## config.mk

```make
export PLATFORM = sky130hd
export DESIGN_NAME = avgpool_frame_scheduler_flat
export DESIGN_NICKNAME = d
export VERILOG_FILES = /design/src/rtl/avgpool_sched_pkg.sv /design/src/rtl/avgpool_sched_if.sv /design/src/rtl/avgpool_sched_skid.sv /design/src/rtl/avgpool_frame_scheduler.sv /design/src/flat_wrapper.sv
export SDC_FILE = /design/constraint.sdc
export NUM_CORES = 1
export LEC_CHECK = 0
export BUFFER_PORTS_ARGS = -buffer_cell sky130_fd_sc_hd__buf_2
export CAP_MARGIN = 20
export CORE_ASPECT_RATIO = 0.75
export CORE_UTILIZATION = 35
export CTS_BUF_LIST = sky130_fd_sc_hd__clkbuf_2 sky130_fd_sc_hd__clkbuf_4 sky130_fd_sc_hd__clkbuf_8
export DETAILED_ROUTE_END_ITERATION = 7
export GPL_TIMING_DRIVEN = 1
export SYNTH_ARGS = -nofsm -noshare
export SYNTH_HDL_FRONTEND = slang
export SYNTH_SLANG_ARGS = --single-unit
```

## constraint.sdc

```tcl
create_clock -name clk -period 1.8 [get_ports clk]
set_clock_uncertainty 0.15 [all_clocks]
set_input_delay 0.36 -clock clk [delete_from_list [all_inputs] [get_ports clk]]
set_output_delay 0.36 -clock clk [all_outputs]
set_load 0.005 [all_outputs]
```

## src/rtl/avgpool_sched_pkg.sv

```systemverilog
// Shared types, defaults and sizing helpers for the avgpool frame scheduler.
package avgpool_sched_pkg;

  typedef enum logic [1:0] {
    IDLE   = 2'd0,
    STREAM = 2'd1,
    DRAIN  = 2'd2
  } state_e;

  localparam int unsigned DEF_NUM_CH     = 4;
  localparam int unsigned DEF_IMG_WIDTH  = 32;
  localparam int unsigned DEF_IMG_HEIGHT = 32;
  localparam int unsigned DEF_IN_WIDTH   = 4;
  localparam int unsigned DEF_OUT_WIDTH  = 6;

  function automatic int unsigned pix_per_frame(int unsigned w, int unsigned h);
    return w * h;
  endfunction

  function automatic int unsigned res_per_frame(int unsigned w, int unsigned h);
    return (w / 2) * (h / 2);
  endfunction

  function automatic int unsigned ch_w(int unsigned n);
    return (n > 1) ? $clog2(n) : 1;
  endfunction

endpackage

```

## src/rtl/avgpool_sched_if.sv

```systemverilog
// Channel, engine and result-side signals of the frame scheduler.
interface avgpool_sched_if #(
  parameter int unsigned NUM_CH    = 4,
  parameter int unsigned IN_WIDTH  = 4,
  parameter int unsigned OUT_WIDTH = 6
);
  localparam int unsigned CH_W = (NUM_CH > 1) ? $clog2(NUM_CH) : 1;

  logic [NUM_CH*IN_WIDTH-1:0] ch_din;
  logic [NUM_CH-1:0]          ch_valid;
  logic [NUM_CH-1:0]          ch_ready;
  logic [IN_WIDTH-1:0]        eng_din;
  logic                       eng_din_valid;
  logic                       eng_din_ready;
  logic [OUT_WIDTH-1:0]       eng_dout;
  logic                       eng_dout_valid;
  logic                       eng_dout_ready;
  logic [OUT_WIDTH-1:0]       out_data;
  logic [CH_W-1:0]            out_ch;
  logic                       out_last;
  logic                       out_valid;
  logic                       out_ready;
  logic                       busy;
  logic                       frame_done;

  modport master (
    input  ch_din, ch_valid, eng_din_ready, eng_dout, eng_dout_valid, out_ready,
    output ch_ready, eng_din, eng_din_valid, eng_dout_ready,
           out_data, out_ch, out_last, out_valid, busy, frame_done
  );

  modport slave (
    output ch_din, ch_valid, eng_din_ready, eng_dout, eng_dout_valid, out_ready,
    input  ch_ready, eng_din, eng_din_valid, eng_dout_ready,
           out_data, out_ch, out_last, out_valid, busy, frame_done
  );
endinterface

```

## src/rtl/avgpool_sched_skid.sv

```systemverilog
// Two-entry FIFO holding tagged pool results between engine and downstream.
module pool_out_skid #(
  parameter int unsigned CH_W   = 2,
  parameter int unsigned DATA_W = 6
) (
  input  logic              clk,
  input  logic              rst,
  input  logic              push_i,
  input  logic [CH_W-1:0]   push_ch_i,
  input  logic              push_last_i,
  input  logic [DATA_W-1:0] push_data_i,
  input  logic              pop_i,
  output logic [1:0]        cnt_o,
  output logic [CH_W-1:0]   head_ch_o,
  output logic              head_last_o,
  output logic [DATA_W-1:0] head_data_o
);
  localparam int unsigned ENT_W = CH_W + 1 + DATA_W;

  logic [ENT_W-1:0] mem_q [2];
  logic             wr_ptr_q;
  logic             rd_ptr_q;
  logic [1:0]       cnt_q;
  logic             do_push;
  logic             do_pop;

  assign do_pop  = pop_i && (cnt_q != 2'd0);
  assign do_push = push_i && ((cnt_q != 2'd2) || do_pop);

  // Storage, pointers and occupancy; push and pop in the same cycle keep the count.
  always_ff @(posedge clk or posedge rst) begin
    if (rst) begin
      mem_q[0] <= '0;
      mem_q[1] <= '0;
      wr_ptr_q <= 1'b0;
      rd_ptr_q <= 1'b0;
      cnt_q    <= 2'd0;
    end else begin
      if (do_push) begin
        mem_q[wr_ptr_q] <= {push_ch_i, push_last_i, push_data_i};
        wr_ptr_q        <= ~wr_ptr_q;
      end
      if (do_pop) begin
        rd_ptr_q <= ~rd_ptr_q;
      end
      case ({do_push, do_pop})
        2'b10:   cnt_q <= cnt_q + 2'd1;
        2'b01:   cnt_q <= cnt_q - 2'd1;
        default: cnt_q <= cnt_q;
      endcase
    end
  end

  assign cnt_o = cnt_q;
  assign {head_ch_o, head_last_o, head_data_o} = mem_q[rd_ptr_q];
endmodule

```

## src/rtl/avgpool_frame_scheduler.sv

```systemverilog
// Frame-granular round-robin sharing of one avgpool engine among NUM_CH streams.
module avgpool_frame_scheduler
  import avgpool_sched_pkg::*;
#(
  parameter int unsigned NUM_CH     = DEF_NUM_CH,
  parameter int unsigned IMG_WIDTH  = DEF_IMG_WIDTH,
  parameter int unsigned IMG_HEIGHT = DEF_IMG_HEIGHT,
  parameter int unsigned IN_WIDTH   = DEF_IN_WIDTH,
  parameter int unsigned OUT_WIDTH  = DEF_OUT_WIDTH
) (
  input logic             clk,
  input logic             rst,
  avgpool_sched_if.master bus
);
  localparam int unsigned CH_W          = ch_w(NUM_CH);
  localparam int unsigned PIX_PER_FRAME = pix_per_frame(IMG_WIDTH, IMG_HEIGHT);
  localparam int unsigned RES_PER_FRAME = res_per_frame(IMG_WIDTH, IMG_HEIGHT);
  localparam int unsigned PIX_W         = (PIX_PER_FRAME > 1) ? $clog2(PIX_PER_FRAME) : 1;
  localparam int unsigned RES_W         = $clog2(RES_PER_FRAME + 1);

  state_e            state_q, state_d;
  logic [CH_W-1:0]   grant_q, grant_d;
  logic [CH_W-1:0]   rr_q, rr_d;
  logic [PIX_W-1:0]  pix_cnt_q, pix_cnt_d;
  logic [RES_W-1:0]  res_cnt_q, res_cnt_d;
  logic              frame_done_q, frame_done_d;

  logic [CH_W-1:0]   pick;
  logic              any_req;
  int unsigned       slot;
  logic              pix_hs;
  logic              push;
  logic              pop;
  logic [1:0]        skid_cnt;
  logic [CH_W-1:0]   head_ch;
  logic              head_last;
  logic [OUT_WIDTH-1:0] head_data;

  // First requesting channel at or after rr_q, wrapping.
  always_comb begin
    pick    = rr_q;
    any_req = 1'b0;
    slot    = 0;
    for (int unsigned i = 0; i < NUM_CH; i++) begin
      slot = int'(rr_q) + i;
      if (slot >= NUM_CH) slot = slot - NUM_CH;
      if (!any_req && bus.ch_valid[CH_W'(slot)]) begin
        any_req = 1'b1;
        pick    = CH_W'(slot);
      end
    end
  end

  // Pixel mux towards the engine; only the granted channel sees ready.
  always_comb begin
    bus.eng_din       = '0;
    bus.eng_din_valid = 1'b0;
    bus.ch_ready      = '0;
    for (int unsigned i = 0; i < NUM_CH; i++) begin
      if (state_q == STREAM && grant_q == CH_W'(i)) begin
        bus.eng_din       = bus.ch_din[i*IN_WIDTH +: IN_WIDTH];
        bus.eng_din_valid = bus.ch_valid[i];
        bus.ch_ready[i]   = bus.eng_din_ready;
      end
    end
    bus.eng_dout_ready = (skid_cnt == 2'd0) || ((skid_cnt == 2'd1) && bus.out_ready);
  end

  assign pix_hs = (state_q == STREAM) && bus.eng_din_valid && bus.eng_din_ready;
  assign push   = bus.eng_dout_valid;
  assign pop    = bus.out_valid && bus.out_ready;

  // Next-state, grant, round-robin pointer and frame counters.
  always_comb begin
    state_d      = state_q;
    grant_d      = grant_q;
    rr_d         = rr_q;
    pix_cnt_d    = pix_cnt_q;
    res_cnt_d    = push ? res_cnt_q + RES_W'(1) : res_cnt_q;
    frame_done_d = pop && head_last;
    case (state_q)
      IDLE: begin
        res_cnt_d = '0;
        pix_cnt_d = '0;
        if (any_req) begin
          grant_d = pick;
          rr_d    = (pick == CH_W'(NUM_CH - 1)) ? '0 : pick + CH_W'(1);
          state_d = STREAM;
        end
      end
      STREAM: begin
        if (pix_hs) begin
          pix_cnt_d = pix_cnt_q + PIX_W'(1);
          if (pix_cnt_q == PIX_W'(PIX_PER_FRAME - 1)) state_d = DRAIN;
        end
      end
      DRAIN: begin
        if (res_cnt_q == RES_W'(RES_PER_FRAME) && skid_cnt == 2'd0) state_d = IDLE;
      end
      default: state_d = IDLE;
    endcase
  end

  // Scheduler state registers.
  always_ff @(posedge clk or posedge rst) begin
    if (rst) begin
      state_q      <= IDLE;
      grant_q      <= '0;
      rr_q         <= '0;
      pix_cnt_q    <= '0;
      res_cnt_q    <= '0;
      frame_done_q <= 1'b0;
    end else begin
      state_q      <= state_d;
      grant_q      <= grant_d;
      rr_q         <= rr_d;
      pix_cnt_q    <= pix_cnt_d;
      res_cnt_q    <= res_cnt_d;
      frame_done_q <= frame_done_d;
    end
  end

  pool_out_skid #(
    .CH_W   (CH_W),
    .DATA_W (OUT_WIDTH)
  ) u_skid (
    .clk         (clk),
    .rst         (rst),
    .push_i      (push),
    .push_ch_i   (grant_q),
    .push_last_i (res_cnt_q == RES_W'(RES_PER_FRAME - 1)),
    .push_data_i (bus.eng_dout),
    .pop_i       (pop),
    .cnt_o       (skid_cnt),
    .head_ch_o   (head_ch),
    .head_last_o (head_last),
    .head_data_o (head_data)
  );

  assign bus.out_valid  = (skid_cnt != 2'd0);
  assign bus.out_data   = head_data;
  assign bus.out_ch     = head_ch;
  assign bus.out_last   = head_last;
  assign bus.busy       = (state_q != IDLE);
  assign bus.frame_done = frame_done_q;
endmodule

```

## src/flat_wrapper.sv

```systemverilog
// flat-port wrapper written by rule: the top's interface ports become plain ports
module avgpool_frame_scheduler_flat import avgpool_sched_pkg::*;
#(
  parameter int unsigned NUM_CH     = DEF_NUM_CH,
  parameter int unsigned IMG_WIDTH  = DEF_IMG_WIDTH,
  parameter int unsigned IMG_HEIGHT = DEF_IMG_HEIGHT,
  parameter int unsigned IN_WIDTH   = DEF_IN_WIDTH,
  parameter int unsigned OUT_WIDTH  = DEF_OUT_WIDTH
)
  (clk, rst, bus_ch_din, bus_ch_valid, bus_eng_din_ready, bus_eng_dout, bus_eng_dout_valid, bus_out_ready, bus_ch_ready, bus_eng_din, bus_eng_din_valid, bus_eng_dout_ready, bus_out_data, bus_out_ch, bus_out_last, bus_out_valid, bus_busy, bus_frame_done);
  avgpool_sched_if #(.NUM_CH(NUM_CH), .IN_WIDTH(IN_WIDTH), .OUT_WIDTH(OUT_WIDTH)) bus_i ();
  input logic clk;
  input logic rst;
  input wire logic [$bits(bus_i.ch_din)-1:0] bus_ch_din;
  input wire logic [$bits(bus_i.ch_valid)-1:0] bus_ch_valid;
  input wire logic [$bits(bus_i.eng_din_ready)-1:0] bus_eng_din_ready;
  input wire logic [$bits(bus_i.eng_dout)-1:0] bus_eng_dout;
  input wire logic [$bits(bus_i.eng_dout_valid)-1:0] bus_eng_dout_valid;
  input wire logic [$bits(bus_i.out_ready)-1:0] bus_out_ready;
  output wire logic [$bits(bus_i.ch_ready)-1:0] bus_ch_ready;
  output wire logic [$bits(bus_i.eng_din)-1:0] bus_eng_din;
  output wire logic [$bits(bus_i.eng_din_valid)-1:0] bus_eng_din_valid;
  output wire logic [$bits(bus_i.eng_dout_ready)-1:0] bus_eng_dout_ready;
  output wire logic [$bits(bus_i.out_data)-1:0] bus_out_data;
  output wire logic [$bits(bus_i.out_ch)-1:0] bus_out_ch;
  output wire logic [$bits(bus_i.out_last)-1:0] bus_out_last;
  output wire logic [$bits(bus_i.out_valid)-1:0] bus_out_valid;
  output wire logic [$bits(bus_i.busy)-1:0] bus_busy;
  output wire logic [$bits(bus_i.frame_done)-1:0] bus_frame_done;
  assign bus_i.ch_din = bus_ch_din;
  assign bus_i.ch_valid = bus_ch_valid;
  assign bus_i.eng_din_ready = bus_eng_din_ready;
  assign bus_i.eng_dout = bus_eng_dout;
  assign bus_i.eng_dout_valid = bus_eng_dout_valid;
  assign bus_i.out_ready = bus_out_ready;
  assign bus_ch_ready = bus_i.ch_ready;
  assign bus_eng_din = bus_i.eng_din;
  assign bus_eng_din_valid = bus_i.eng_din_valid;
  assign bus_eng_dout_ready = bus_i.eng_dout_ready;
  assign bus_out_data = bus_i.out_data;
  assign bus_out_ch = bus_i.out_ch;
  assign bus_out_last = bus_i.out_last;
  assign bus_out_valid = bus_i.out_valid;
  assign bus_busy = bus_i.busy;
  assign bus_frame_done = bus_i.frame_done;
  avgpool_frame_scheduler #(.NUM_CH(NUM_CH), .IMG_WIDTH(IMG_WIDTH), .IMG_HEIGHT(IMG_HEIGHT), .IN_WIDTH(IN_WIDTH), .OUT_WIDTH(OUT_WIDTH)) u_core (.clk(clk), .rst(rst), .bus(bus_i));
endmodule
```

# Word-level counts from Yosys, hierarchy flattened
# Index checks and enable logic that the tools add are counted.
[totals]
regBits = 48
latch_bits = 0
mem_bits_rw = 0
mem_bits_ro = 0
out_inout_bits = 22
elab_cells = 136
n_memories = 0
[classes]
add_sub_neg = 12
mul = 0
div_mod_pow = 0
n_lt_le_gt_ge = 11
eq_ne = 17
shifts = 0
n_mux = 49
n_bitwise = 4
reduce_logical = 32
[ops]
columns = ["op", "n"]
rows = [
  ["$mux W9", 6],
  ["$mux W2", 13],
  ["$pmux W10 S2", 1],
  ["$bwmux W18", 1],
  ["$logic_and A1 B1 Y1", 16],
  ["$mux W1", 16],
  ["$mux W4", 4],
  ["$lt A2 B3 Y1 const B", 4],
  ["$add A10 B1 Y10 const B", 1],
  ["$eq A10 B10 Y1 const B", 1],
  ["$eq A2 B2 Y1 const B", 5],
  ["$mux W10", 1],
  ["$reduce_bool A2 Y1", 5],
  ["$sub A2 B1 Y2 const B", 5],
  ["$add A9 B1 Y9 const B", 1],
  ["$demux W9 S1", 1],
  ["$eq A9 B8 Y1 const B", 1],
  ["$eq A9 B9 Y1 const B", 1],
  ["$ge A3 B3 Y1 const B", 3],
  ["$bmux W1 S2", 4],
  ["$eq A2 B1 Y1 const B", 4],
  ["$add A2 B2 Y3 const B", 2],
  ["$logic_not A2 Y1", 3],
  ["$ne A2 B1 Y1 const B", 3],
  ["14 further kinds", 23],
]

# Longest topological paths before layout
[depth]
ltp_word = 16
depth_mapped = 7
depth_no_buf = 7

# Modules after synthesis
# A second synthesis with hierarchy kept.
[hier_totals]
hier_cells = 225
hier_area_um2 = 2622.5
[modules_own_cells]
columns = ["module", "instances", "cells_each", "area_each_um2", "seq_area_each_um2"]
rows = [
  ["avgpool_frame_scheduler", 1, 160, 1605.3, 650.6],
  ["pool_out_skid", 1, 65, 1017.2, 550.5],
]

# Worst setup path before layout
# No wires, ideal clock.
[synth_path]
kind = "register -> register"
start = "reg u_core.u_skid.cnt_q[0], in the netlist u_core.u_skid.cnt_o[0]"
end = "reg u_core.u_skid.mem_q[17] (netlist name)"
setup_ns = 0.128
arrival_time_ns = 1.633
required_ns = 1.522
setup_slack_ns = -0.111
stages_incl_launch_ff = 7
period_less_slack_ns = 1.911
path_cell_list = "dfrtp_1 inv_1 ha_1 nor2b_1 o21ai_1 nor2_2 mux2_1"
[synth_between]
elab_chain_len = 5
[synth_lines]
columns = ["element", "line_no", "text"]
rows = [
  ["start: declaration", "avgpool_sched_skid.sv:23", "logic [1:0] cnt_q;"],
  ["start signal: assignment", "avgpool_sched_skid.sv:47", "2'b10: cnt_q <= cnt_q + 2'd1;"],
  ["start signal: assignment", "avgpool_sched_skid.sv:48", "2'b01: cnt_q <= cnt_q - 2'd1;"],
  ["start signal: assignment", "avgpool_sched_skid.sv:49", "default: cnt_q <= cnt_q;"],
  ["$reduce_bool A2 Y1", "avgpool_sched_skid.sv:27, avgpool_frame_scheduler.sv:140", ""],
  ["$logic_and A1 B1 Y1", "avgpool_frame_scheduler.sv:71", "assign pop = bus.out_valid && bus.out_ready;"],
  ["$logic_and A1 B1 Y1", "avgpool_sched_skid.sv:27", "assign do_pop = pop_i && (cnt_q != 2'd0);"],
  ["$logic_or A1 B1 Y1 (*)", "avgpool_sched_skid.sv:28", "assign do_push = push_i && ((cnt_q != 2'd2) || do_pop);"],
  ["$logic_and A1 B1 Y1 (*)", "avgpool_sched_skid.sv:28", ""],
  ["end signal: indexed assignment", "avgpool_sched_skid.sv:40", "mem_q[wr_ptr_q] <= {push_ch_i, push_last_i, push_data_i};"],
  ["end: declaration", "avgpool_sched_skid.sv:20", "logic [ENT_W-1:0] mem_q [2];"],
]
# Mark *: on every way between the ends. The rest lies on a longest branch, timed or not.
# A chain may end at the register's enable or synchronous reset.

# Worst setup path after layout
[layout_path]
start = "reg u_core.grant_q[0]"
end = "out bus_eng_din_valid"
[layout_between]
elab_chain_len = 6
[layout_lines]
columns = ["element", "line_no", "text"]
rows = [
  ["start: declaration", "avgpool_frame_scheduler.sv:22", "logic [CH_W-1:0] grant_q, grant_d;"],
  ["start signal: assignment", "avgpool_frame_scheduler.sv:115", "grant_q <= grant_d;"],
  ["$logic_not A2 Y1", "avgpool_frame_scheduler.sv:60", "if (state_q == STREAM && grant_q == CH_W'(i)) begin"],
  ["$logic_and A1 B1 Y1", "avgpool_frame_scheduler.sv:60", ""],
  ["$mux W1 (3 in series)", "avgpool_frame_scheduler.sv:60", ""],
  ["$mux W1 (*)", "avgpool_frame_scheduler.sv:60", ""],
  ["end: declaration", "flat_wrapper.sv:22", "output wire logic [$bits(bus_i.eng_din_valid)-1:0] bus_eng_din_valid;"],
]
# Marked as above.

==> flow_summary_export.csv <==
group,metric,value,unit
run_status,status,"finished, violations left",
run_status,violations,"negative setup slack",
detailed_routing,drt-pass1-iter-count,4,
global_routing,grt_pass1_vias,2292,
pwr,powerDensity,1531,mW/mm^2
pwr,pwr-share-seq,31.3,%
timing,finalCritPeriodShare,119.4,%
synthesis,avgSynthCellArea,10.43,sq um
min_path,min_path_type,"input pin to flop",
setup_path,crit_path_max_incr_delay,470,ps
global_routing,grt_pass1_wl,10.90,mm
pwr,power.switching,2099,uW
detailed_routing,drtIter0Drc,71,
clock_network,h-tree-depth,2,
clock_network,cts_sinks,48,
timing,fin_setup_tns,-2555,ps
die,dieArea,0.008077,sq mm
global_routing,gr-total-overflow,0,
global_routing,antenna_found_initial,0,
die,die_w,103.4,um
placed_design,hpwl,4.497,mm
clock_network,clkLatencyLatePin,300,ps
timing,setup_violations,25,
synthesis,synth-edff-count,0,
synthesis,yosys.cell_types.count,48,
pwr,clockPowerShare,13.0,%
pwr,pwr-share-comb,55.7,%
setup_path,worst_ep_required_time,1290,ps
setup_path,endpoint,"bus_eng_din_valid",
pwr,p_sw_share,34.16,%
pwr,power_leakage,0.001850,uW
setup_path,r2r-start,"u_core.grant_q[0]",
setup_path,slowest_stage,"dfrtp_2",
timing,hold_viol,0,
finish,fin_nets,399,
setup_path,worstSetupEndpointType,"primary output",
setup_path,start_kind,"flop",
detailed_routing,route.detailed.drc,0,
setup_path,timing.critical_path.cells,"buf_4, mux2i_2, mux2_4, nor2_4, buf_2",
placed_design,io_buffers,52,
min_path,hold_depth,2,
detailed_routing,wl,6.615,mm
detailed_routing,via_per_inst,5.067,
detailed_routing,ant_nets,0,
timing,rsz0062_at_grt,"yes",
clock_network,cts_root_buffer,"clkbuf_8",
finish,drive_gt1_share,47.37,%
synthesis,synth_flop_cell,"dfrtp_1",
clock_network,cts.reportedPaths.clkPinSlew,100,ps
timing,finalCriticalPeriod,2150,ps
clock_network,cts_tree,"done",
clock_network,numCtsBuffers,5,
detailed_routing,vias,2341,
timing,finalWorstSetupSlack,-349.6,ps
die,rows,27,
setup_path,r2r-end,"u_core.pix_cnt_q[8]",
setup_path,crit_start,"u_core.grant_q[0]",
synthesis,ys_warn_count,0,
pwr,vdd_ir_drop_max,756.5,uV
synthesis,synth_area,0.002701,sq mm
die,core,0.007398,sq mm
synthesis,synth_largest_area_cell,"dfrtp_1",
placed_design,routabilityCongestion,0.7569,
global_routing,grt_max_degree,49,
synthesis,syn_inst,259,
detailed_routing,post_drt_wl_per_cell,14.32,um
global_routing,grt.total_usage,17.18,%
timing,fmax,0.4652,GHz
setup_path,rrSetupSlack,-140,ps
clock_network,ctsLongestPathBuffers,2,
synthesis,synth_area_leaders,"dfrtp_1 (44%), mux2_1 (7.9%), mux2_2 (4.2%), nand2_1 (3.9%), ha_1 (3.7%)",
synthesis,postSynth.asyncResetShare,100.0,%
job,drv_cap,0,
pwr,p_total,6144,uW
synthesis,synth_seq_cells,48,
timing,worst-slew-pin-transition,347.7,ps
timing,slew_headroom,76.36,%
die,start_util,36.51,%
setup_path,crit_arrival,1640,ps
pwr,cellInternalPower,4045,uW
setup_path,cp_max_fo,5,
synthesis,synth_top_cell_area_share,44.47,%
setup_path,worst-r2r-cell-count,6,
finish,areaGrowthSynthToFinish,48.54,%
synthesis,ys_seq_area_share,44.47,%
timing,final_max_slew_viol_count,0,
finish,n_antenna_cell,0,
die,die_h,78.08,um
synthesis,syn-num-nets,298,
setup_path,critical_path_class,"flop to primary output",
placed_design,pre_cts_ws,-75.02,ps
die,ioPinCount,53,
[metal layers]
layer	part of all wire [%]	track usage (%)	vias to the layer above	routed length, um
met1	49	23.87	1135	3262
met2	45	28.48	67	2991
li1	-	-	1135	-
met3	4.9	2.939	4	326
met5	0	0	-	0
met4	0.51	2.535	0	34
[how the worst min path moves through the flow]
stage / from / end / slack [ps]
after global routing: bus_eng_dout[0] / u_core.u_skid.mem_q[9] / 150
after detailed placement: rst / u_core.u_skid.cnt_o[0] / 280
final: bus_eng_dout[4] / u_core.u_skid.mem_q[13] / 150
after CTS: bus_eng_dout[0] / u_core.u_skid.mem_q[9] / 130
after global placement: rst / u_core.u_skid.wr_ptr_q / 270
after floorplan: u_core.u_skid.mem_q[10] / u_core.u_skid.mem_q[10] / 300
[metrics by stage]
step	cell area [sq um]	util, %	cells	hold slack (ps)
2_1_floorplan	2709	-	259	300.3
3_3_place_gp	3400	45.95	440	272.1
3_5_place_dp	3400	45.95	440	275.1
4_1_cts	3896	52.66	460	133.5
5_1_grt	4013	54.24	462	150.5
6_report	4013	54.24	462	150.8
[cells in the mapped netlist, types with 4 or more instances]
| cell | instances |
|---|---|
| dfrtp_1 | 48 |
| nand2_1 | 28 |
| mux2_1 | 19 |
| nor2_1 | 14 |
| inv_1 | 12 |
| mux2_2 | 10 |
| nand3_1 | 9 |
| a21oi_1 | 8 |
| ha_1 | 8 |
| nand2b_1 | 8 |
| clkbuf_1 | 6 |
| mux2i_1 | 6 |
| and2_1 | 5 |
| o21ai_1 | 5 |
| mux4_2 | 4 |
| nand4_1 | 4 |
| nor2b_1 | 4 |
| nor4_1 | 4 |
| xnor2_1 | 4 |
| xor2_1 | 4 |
[sequential cells by signal, summed over array words and instances, names as in the netlist]
| signal | count |
|---|---|
| u_core.res_cnt_q | 9 |
| u_core.pix_cnt_q | 10 |
| u_core.grant_q | 2 |
| u_core.u_skid.cnt_o | 2 |
| u_core.u_skid.rd_ptr_q | 1 |
| u_core.state_q | 2 |
| u_core.u_skid.wr_ptr_q | 1 |
| u_core.bus.frame_done | 1 |
| u_core.rr_q | 2 |
| u_core.u_skid.mem_q | 18 |
[timing repair]
item / CTS / global route
setup endpoints to repair: 40 / 51
hold buffers: 1 / 0
gates cloned: 2 / 0
buffers inserted: 11 / 4
gates resized for setup: 55 / 31
pin swaps: 18 / 5
endpoints found under the hold margin: 48 / 0
[power groups by stage]
stage	combinational, uW	clock (uW)	sequential [uW]
floorplan	1470	0	1800
global placement	2350	0	1870
detailed placement	2400	0	1890
CTS	3190	826	1900
global route	3770	861	1980
finish	3420	796	1920
[worst max-delay path: cells and delay by family (launching register included)]
family / cells / cell delay [ps]
mux: 2 / 570
buf+inv: 2 / 280
simple gates: 1 / 30
flops: 1 / 470
[cell type report]
| type | instances | area, sq um |
|---|---|---|
| fill | 635 | 3386 |
| multi-input combinational | 188 | 1669 |
| sequential | 48 | 1206 |
| timing repair buffer | 103 | 843.3 |
| tap | 101 | 126.4 |
| clock buffer | 5 | 68.82 |
| inverter | 14 | 52.55 |
| clock inverter | 3 | 46.29 |
[cell usage in the layout (no fill, tap or decap), drive strengths merged, types with 8 or more instances in the layout]
master and instances:
a21oi 8, buf 101, dfrtp 48, ha 8, inv 15, mux2 29
nand2 28, nand2b 8, nand3 9, nor2 15, o21ai 8
[cells by family (layout without fill, tap and decap cells)]
group	after synthesis	in the layout	synth area share (%)
simple gates	95	95	18.67
flops	48	48	44.46
mux	39	39	17.65
compound gates	38	38	9.634
buf+inv	23	125	3.288
fa+ha+maj	8	8	3.706
xor+xnor	8	8	2.594
Note: power is estimated with default switching activity, not from simulation.
